==> src/rtl/cordic_iter_engine.sv <==
// Iterative CORDIC engine: one micro-rotation per clock, rotation and vectoring modes.
// Define CORDIC_QUAD_EXT_EN to add quadrant pre-rotation at accept (full +/-180 deg coverage).
module cordic_iter_engine #(
  parameter int unsigned WIDTH   = 32,
  parameter int unsigned ANGLE_W = 32,
  parameter int unsigned ITER    = 16,
  parameter int unsigned GUARD   = 2
) (
  input  logic               clk,
  input  logic               rst_n,
  input  logic               in_valid,
  output logic               in_ready,
  input  logic               mode,
  input  logic [WIDTH-1:0]   x_in,
  input  logic [WIDTH-1:0]   y_in,
  input  logic [ANGLE_W-1:0] target_angle,
  output logic               out_valid,
  input  logic               out_ready,
  output logic [WIDTH-1:0]   x_out,
  output logic [WIDTH-1:0]   y_out,
  output logic [ANGLE_W-1:0] angle_out,
  output logic               mode_out,
  output logic               ovf
);

  localparam int unsigned IntW = WIDTH + GUARD;
  localparam int unsigned CntW = (ITER > 1) ? $clog2(ITER) : 1;
  localparam int unsigned Frac = 64;
  localparam int unsigned TabW = 192;
  localparam logic [CntW-1:0]    LastIter   = CntW'(ITER - 1);
  localparam logic [ANGLE_W-1:0] Quarter    = ANGLE_W'(1) << (ANGLE_W - 2);
  localparam logic [ANGLE_W-1:0] NegQuarter = ~Quarter + ANGLE_W'(1);

  // atan(1/n) in fixed point with Frac fraction bits, alternating Taylor series.
  function automatic logic [TabW-1:0] atan_recip(input logic [TabW-1:0] n);
    logic [TabW-1:0] one, pw, acc, term;
    logic            done;
    one  = TabW'(1) << Frac;
    pw   = n;
    acc  = '0;
    done = 1'b0;
    for (int k = 0; k < 64; k++) begin
      if (!done) begin
        term = one / (pw * TabW'(2 * k + 1));
        if (k % 2 == 0) acc = acc + term;
        else            acc = acc - term;
        if (pw > one) done = 1'b1;
        else          pw = pw * n * n;
      end
    end
    return acc;
  endfunction

  // round(atan(2^-i) * 2^ANGLE_W / (2*pi)); pi from Machin's formula.
  function automatic logic [ANGLE_W-1:0] atan_entry(input int unsigned i);
    logic [TabW-1:0]    pi_fix, num, den;
    logic [ANGLE_W-1:0] res;
    if (i == 0) begin
      res = ANGLE_W'(1) << (ANGLE_W - 3);
    end else begin
      pi_fix = (atan_recip(TabW'(5)) << 4) - (atan_recip(TabW'(239)) << 2);
      num    = atan_recip(TabW'(1) << i) << ANGLE_W;
      den    = pi_fix << 1;
      res    = ANGLE_W'((num + (den >> 1)) / den);
    end
    return res;
  endfunction

  // Returns {ovf, clamped value}.
  function automatic logic [WIDTH:0] sat(input logic signed [IntW-1:0] v);
    logic [WIDTH:0] r;
    if (v[IntW-1:WIDTH-1] != {(GUARD + 1){v[IntW-1]}}) begin
      r = v[IntW-1] ? {2'b11, {(WIDTH - 1){1'b0}}} : {2'b10, {(WIDTH - 1){1'b1}}};
    end else begin
      r = {1'b0, v[WIDTH-1:0]};
    end
    return r;
  endfunction

  logic [ANGLE_W-1:0] atan_tab [ITER];
  for (genvar g = 0; g < ITER; g++) begin : g_atan
    localparam logic [ANGLE_W-1:0] AtanVal = atan_entry(g);
    assign atan_tab[g] = AtanVal;
  end

  typedef enum logic [1:0] {StIdle, StRun, StDone} state_e;

  state_e                 state_q, state_d;
  logic [CntW-1:0]        iter_q, iter_d;
  logic signed [IntW-1:0] x_q, x_d, y_q, y_d;
  logic [ANGLE_W-1:0]     z_q, z_d, target_q, target_d;
  logic                   mode_q, mode_d;
  logic [WIDTH-1:0]       x_out_q, x_out_d, y_out_q, y_out_d;
  logic [ANGLE_W-1:0]     angle_out_q, angle_out_d;
  logic                   mode_out_q, mode_out_d, ovf_q, ovf_d;

  logic signed [IntW-1:0] x_ext, y_ext, ld_x, ld_y;
  logic [ANGLE_W-1:0]     ld_z;
  logic signed [IntW-1:0] x_sh, y_sh, x_nx, y_nx;
  logic [ANGLE_W-1:0]     z_nx;
  logic                   d_pos;
  logic [WIDTH:0]         x_sat, y_sat;

  assign x_ext = {{GUARD{x_in[WIDTH-1]}}, x_in};
  assign y_ext = {{GUARD{y_in[WIDTH-1]}}, y_in};

  always_comb begin
    ld_x = x_ext;
    ld_y = y_ext;
    ld_z = '0;
`ifdef CORDIC_QUAD_EXT_EN
    if (!mode) begin
      if ($signed(target_angle) > $signed(Quarter)) begin
        ld_x = -y_ext;
        ld_y = x_ext;
        ld_z = Quarter;
      end else if ($signed(target_angle) < $signed(NegQuarter)) begin
        ld_x = y_ext;
        ld_y = -x_ext;
        ld_z = NegQuarter;
      end
    end else if (x_in[WIDTH-1]) begin
      // Bring a left-half-plane vector into the right half plane; z records the offset.
      if (!y_in[WIDTH-1]) begin
        ld_x = y_ext;
        ld_y = -x_ext;
        ld_z = Quarter;
      end else begin
        ld_x = -y_ext;
        ld_y = x_ext;
        ld_z = NegQuarter;
      end
    end
`endif
  end

  always_comb begin
    x_sh  = x_q >>> iter_q;
    y_sh  = y_q >>> iter_q;
    d_pos = mode_q ? y_q[IntW-1] : ($signed(z_q) < $signed(target_q));
    if (d_pos) begin
      x_nx = x_q - y_sh;
      y_nx = y_q + x_sh;
    end else begin
      x_nx = x_q + y_sh;
      y_nx = y_q - x_sh;
    end
    // Vectoring accumulates the input vector's angle, hence the opposite z sense.
    z_nx = (d_pos ^ mode_q) ? z_q + atan_tab[iter_q] : z_q - atan_tab[iter_q];
  end

  assign x_sat = sat(x_nx);
  assign y_sat = sat(y_nx);

  always_comb begin
    state_d     = state_q;
    iter_d      = iter_q;
    x_d         = x_q;
    y_d         = y_q;
    z_d         = z_q;
    target_d    = target_q;
    mode_d      = mode_q;
    x_out_d     = x_out_q;
    y_out_d     = y_out_q;
    angle_out_d = angle_out_q;
    mode_out_d  = mode_out_q;
    ovf_d       = ovf_q;
    in_ready    = (state_q == StIdle);
    out_valid   = (state_q == StDone);
    unique case (state_q)
      StIdle: begin
        if (in_valid) begin
          x_d      = ld_x;
          y_d      = ld_y;
          z_d      = ld_z;
          target_d = target_angle;
          mode_d   = mode;
          iter_d   = '0;
          state_d  = StRun;
        end
      end
      StRun: begin
        x_d = x_nx;
        y_d = y_nx;
        z_d = z_nx;
        if (iter_q == LastIter) begin
          x_out_d     = x_sat[WIDTH-1:0];
          y_out_d     = y_sat[WIDTH-1:0];
          angle_out_d = z_nx;
          mode_out_d  = mode_q;
          ovf_d       = x_sat[WIDTH] | y_sat[WIDTH];
          iter_d      = '0;
          state_d     = StDone;
        end else begin
          iter_d = iter_q + CntW'(1);
        end
      end
      StDone: begin
        if (out_ready) state_d = StIdle;
      end
      default: state_d = StIdle;
    endcase
  end

  always_ff @(posedge clk or negedge rst_n) begin
    if (!rst_n) begin
      state_q     <= StIdle;
      iter_q      <= '0;
      x_q         <= '0;
      y_q         <= '0;
      z_q         <= '0;
      target_q    <= '0;
      mode_q      <= 1'b0;
      x_out_q     <= '0;
      y_out_q     <= '0;
      angle_out_q <= '0;
      mode_out_q  <= 1'b0;
      ovf_q       <= 1'b0;
    end else begin
      state_q     <= state_d;
      iter_q      <= iter_d;
      x_q         <= x_d;
      y_q         <= y_d;
      z_q         <= z_d;
      target_q    <= target_d;
      mode_q      <= mode_d;
      x_out_q     <= x_out_d;
      y_out_q     <= y_out_d;
      angle_out_q <= angle_out_d;
      mode_out_q  <= mode_out_d;
      ovf_q       <= ovf_d;
    end
  end

  assign x_out     = x_out_q;
  assign y_out     = y_out_q;
  assign angle_out = angle_out_q;
  assign mode_out  = mode_out_q;
  assign ovf       = ovf_q;

endmodule

==> config.mk <==
export PLATFORM = sky130hd
export DESIGN_NAME = cordic_iter_engine
export DESIGN_NICKNAME = d
export VERILOG_FILES = /design/src/rtl/cordic_iter_engine.sv
export SDC_FILE = /design/constraint.sdc
export NUM_CORES = 1
export LEC_CHECK = 0
export CAP_MARGIN = 20
export CORE_MARGIN = 10
export CORE_UTILIZATION = 50
export DETAILED_ROUTE_END_ITERATION = 7
export PLACE_DENSITY = 0.83
export SLEW_MARGIN = 20
export SYNTH_ARGS = -nofsm -noshare
export SYNTH_HDL_FRONTEND = slang
export SYNTH_SLANG_ARGS = --single-unit
==> constraint.sdc <==
create_clock -name clk -period 9.27 [get_ports clk]
set_input_delay 2.781 -clock clk [delete_from_list [all_inputs] [get_ports clk]]
set_output_delay 2.781 -clock clk [all_outputs]
set_load 0.05 [all_outputs]
==> results.cfg <==
[drt]
wl_mm = 76.8
routed-via-count = 20600
avgRoutedWirePerCell_um = 23.8
dr.first_iter.drc_count = 2005
post-route-drc-count = 0
vias_per_cell = 6.37
firstDrtPassIters = 8
drtAntennaViolNets = 0

[global_route]
grt_pass1_wl_mm = 119
grt_max_degree = 133
grt_pass1_vias = 20400
grtUsageTotal_pct = 28.0
antenna_found_initial = 1
grt_overflow = 0

[setup_path]
timing.rr.start = iter_q[0]
end_kind = flip-flop
crit_chain = buf_4 > nand2b_1 > nor3_1 > or4_1 > o32a_1 > nor4_1 > nand2_1 > o21ai_0 > xor2_1 > ha_1 > a2111oi_0 > a31o_2 > nand4_1 > a211oi_1 > o22ai_1 > a221oi_1 > o21ai_0 > xor2_2 > o21ai_4 > o22a_2
worstPathMaxFanout = 39
path_class = reg2reg
cp.required_ps = 9770
critPathSlowestCell = dfrtp_4
start_kind = flip-flop
crit_path_max_incr_delay_ps = 840
crit_top_cell = o21ai_0
critPathLaunch = iter_q[0]
arrival_ps = 8530

[clock_network]
path_clk_slew_ps = 70
numCtsBuffers = 27
htreeDepth = 1
cts_tree = done
ctsHoldBuffers = 0
cts_setup_buffers = 0
cts.sinks = 237
clockBufferDepth = 3
clk_latency_ps = 580
cts-resized-gates = 0
cts-root-buf = clkbuf_16

[status]
status = completed

[layout]
drive_above_1_share_pct = 8.13
nFillCells = 3832
syn2layout_area_growth_pct = 14.4
nets = 2867

[synthesis]
synthDistinctLibCells = 97
synthFlopType = dfrtp_1
netlist_area_um2 = 21800
syn_area_per_cell_um2 = 8.61
synth_edf_count = 0
synth-seq-cells = 237
synth-seq-area-share_pct = 27.2
syn_inst = 2530
yosysWarningCount = 0
synth_nets = 2770
async_flop_share_pct = 100

[placement]
hpwl_mm = 58.9
portBuffers = 200
gp_congestion = 0.998

[floorplanning]
core_area_um2 = 43100
start_util_pct = 50.6
ios = 201
die_h_um = 229
die_area_um2 = 52300
die_w_um = 229
rows = 76

[timing]
tns_ps = 0
rsz0062_at_grt = false
setup_viol = 0
final-max-slew-violation-count = 0
hold_viol_final = 0
slew_headroom_pct = 27.4
finClkSkew_ps = 31.6
fmax_mhz = 124
worstMarginPinSlew_ps = 1090
fin_crit_sh_pct = 86.7
period_needed_ps = 8030

[hold_path]
hold_class = reg2reg
min_from = angle_out[27]

[flow_run]
maxCapViolations = 0
==> synthesized netlist by cell type (29+ instances only) <==
cell type    n  area share [%]
nand2_1    279             4.8
a21oi_1    238             5.5
dfrtp_1    237              27
o21ai_0    175             4.0
nor2_1     142             2.4
ha_1       136             7.8
xnor2_1    110             4.4
mux2i_1    103             4.7
clkbuf_1    89             1.5
inv_1       77             1.3
xor2_1      67             2.7
o22a_1      62             2.5
nor2b_1     61             1.8
a21o_1      58             2.0
a211oi_1    49             1.7
mux2_2      49             2.5
mux4_2      47             4.9
nand3_1     39            0.90
nor3_1      32            0.74
buf_1       29            0.50
==> per-stage QoR <==
step / cell area, µm² / setup WS (ps) / hold slack (ps) / utilization (%) / cells
after floorplan: 21800 / 2320 / 473 / - / 2530
after global placement: 24000 / 1620 / 462 / 55.8 / 3183
after detailed placement: 24000 / 1420 / 464 / 55.8 / 3183
after CTS: 24900 / 1330 / 483 / 57.9 / 3230
after global routing: 24900 / 619 / 503 / 57.9 / 3230
final: 24900 / 1240 / 481 / 57.9 / 3232
==> state kept, by name, indices dropped and copies added (netlist names) <==
signal     flops
x_q           34
y_q           34
angle_out     32
target_q      32
x_out         32
y_out         32
z_q           32
iter_q         4
state_q        2
mode_out       1
mode_q         1
ovf            1
==> layout by cell type, fill, tap and decap left out, types with 58 or more instances in the layout <==
cell,Yosys,layout
mux2i_1,103,103
nor2_1,142,139
xor2_1,67,67
nand2_1,279,279
xnor2_1,110,110
a21oi_1,238,238
ha_1,136,136
inv_1,77,77
clkdlybuf4s50_1,0,199
dfrtp_1,237,233
o21ai_0,175,175
o22a_1,62,62
a21o_1,58,58
nor2b_1,61,60
==> critical path, delay by kind of cell, from the launching register on <==
kind	cells	cell delay [ps]
XOR/XNOR	2	440
buffers and inverters	1	480
adder cells (fa/ha/maj)	1	350
AO/OA/AOI/OAI	10	3810
AND/OR/NAND/NOR	6	1980
flip-flops	1	840
==> path summary, 6_finish.rpt <==
kind	endpoint	slack, ps	depth (start not counted)
max	x_out[19]	1240	20
min	angle_out[27]	480	2
max reg2reg	x_out[19]	1240	20
min reg2reg	angle_out[27]	480	2
max in group asynchronous	x_out[7]	5770	2
min in group asynchronous	target_q[26]	2240	1
==> layout make-up <==
| class | instances | area, µm² | share of cell area, % |
|---|---|---|---|
| multi-input combinational | 2049 | 14800 | 59.3 |
| sequential | 237 | 5940 | 23.8 |
| timing repair buffer | 233 | 2280 | 9.15 |
| clock buffer | 38 | 777 | 3.12 |
| tap | 585 | 732 | 2.94 |
| inverter | 79 | 297 | 1.19 |
| clock inverter | 9 | 108 | 0.432 |
| antenna | 2 | 5.00 | 0.0201 |
==> per-layer routing <==
metal | share of wire (%) | global-route usage (%) | vias up
met5 | 0 | 0 | -
met4 | 3.5 | 10.5 | 0
met3 | 6.7 | 4.41 | 165
met2 | 48 | 47.6 | 850
met1 | 42 | 35.2 | 10100
li1 | - | - | 9496
==> kinds of logic after synthesis <==
logic type	count (synthesis)	share of synthesized area, %
AOI/OAI and AO/OA	842	25.2
and+or+nand+nor	689	14.9
buffers and inverters	244	5.05
DFF	237	27.2
muxes	200	12.2
xor gates and xnor gates	179	7.30
adders and majority gates	139	8.09
Power is left out: the tool's default activity adds up to more than one toggle a clock period on the data nets, which glitch-free logic cannot reach.
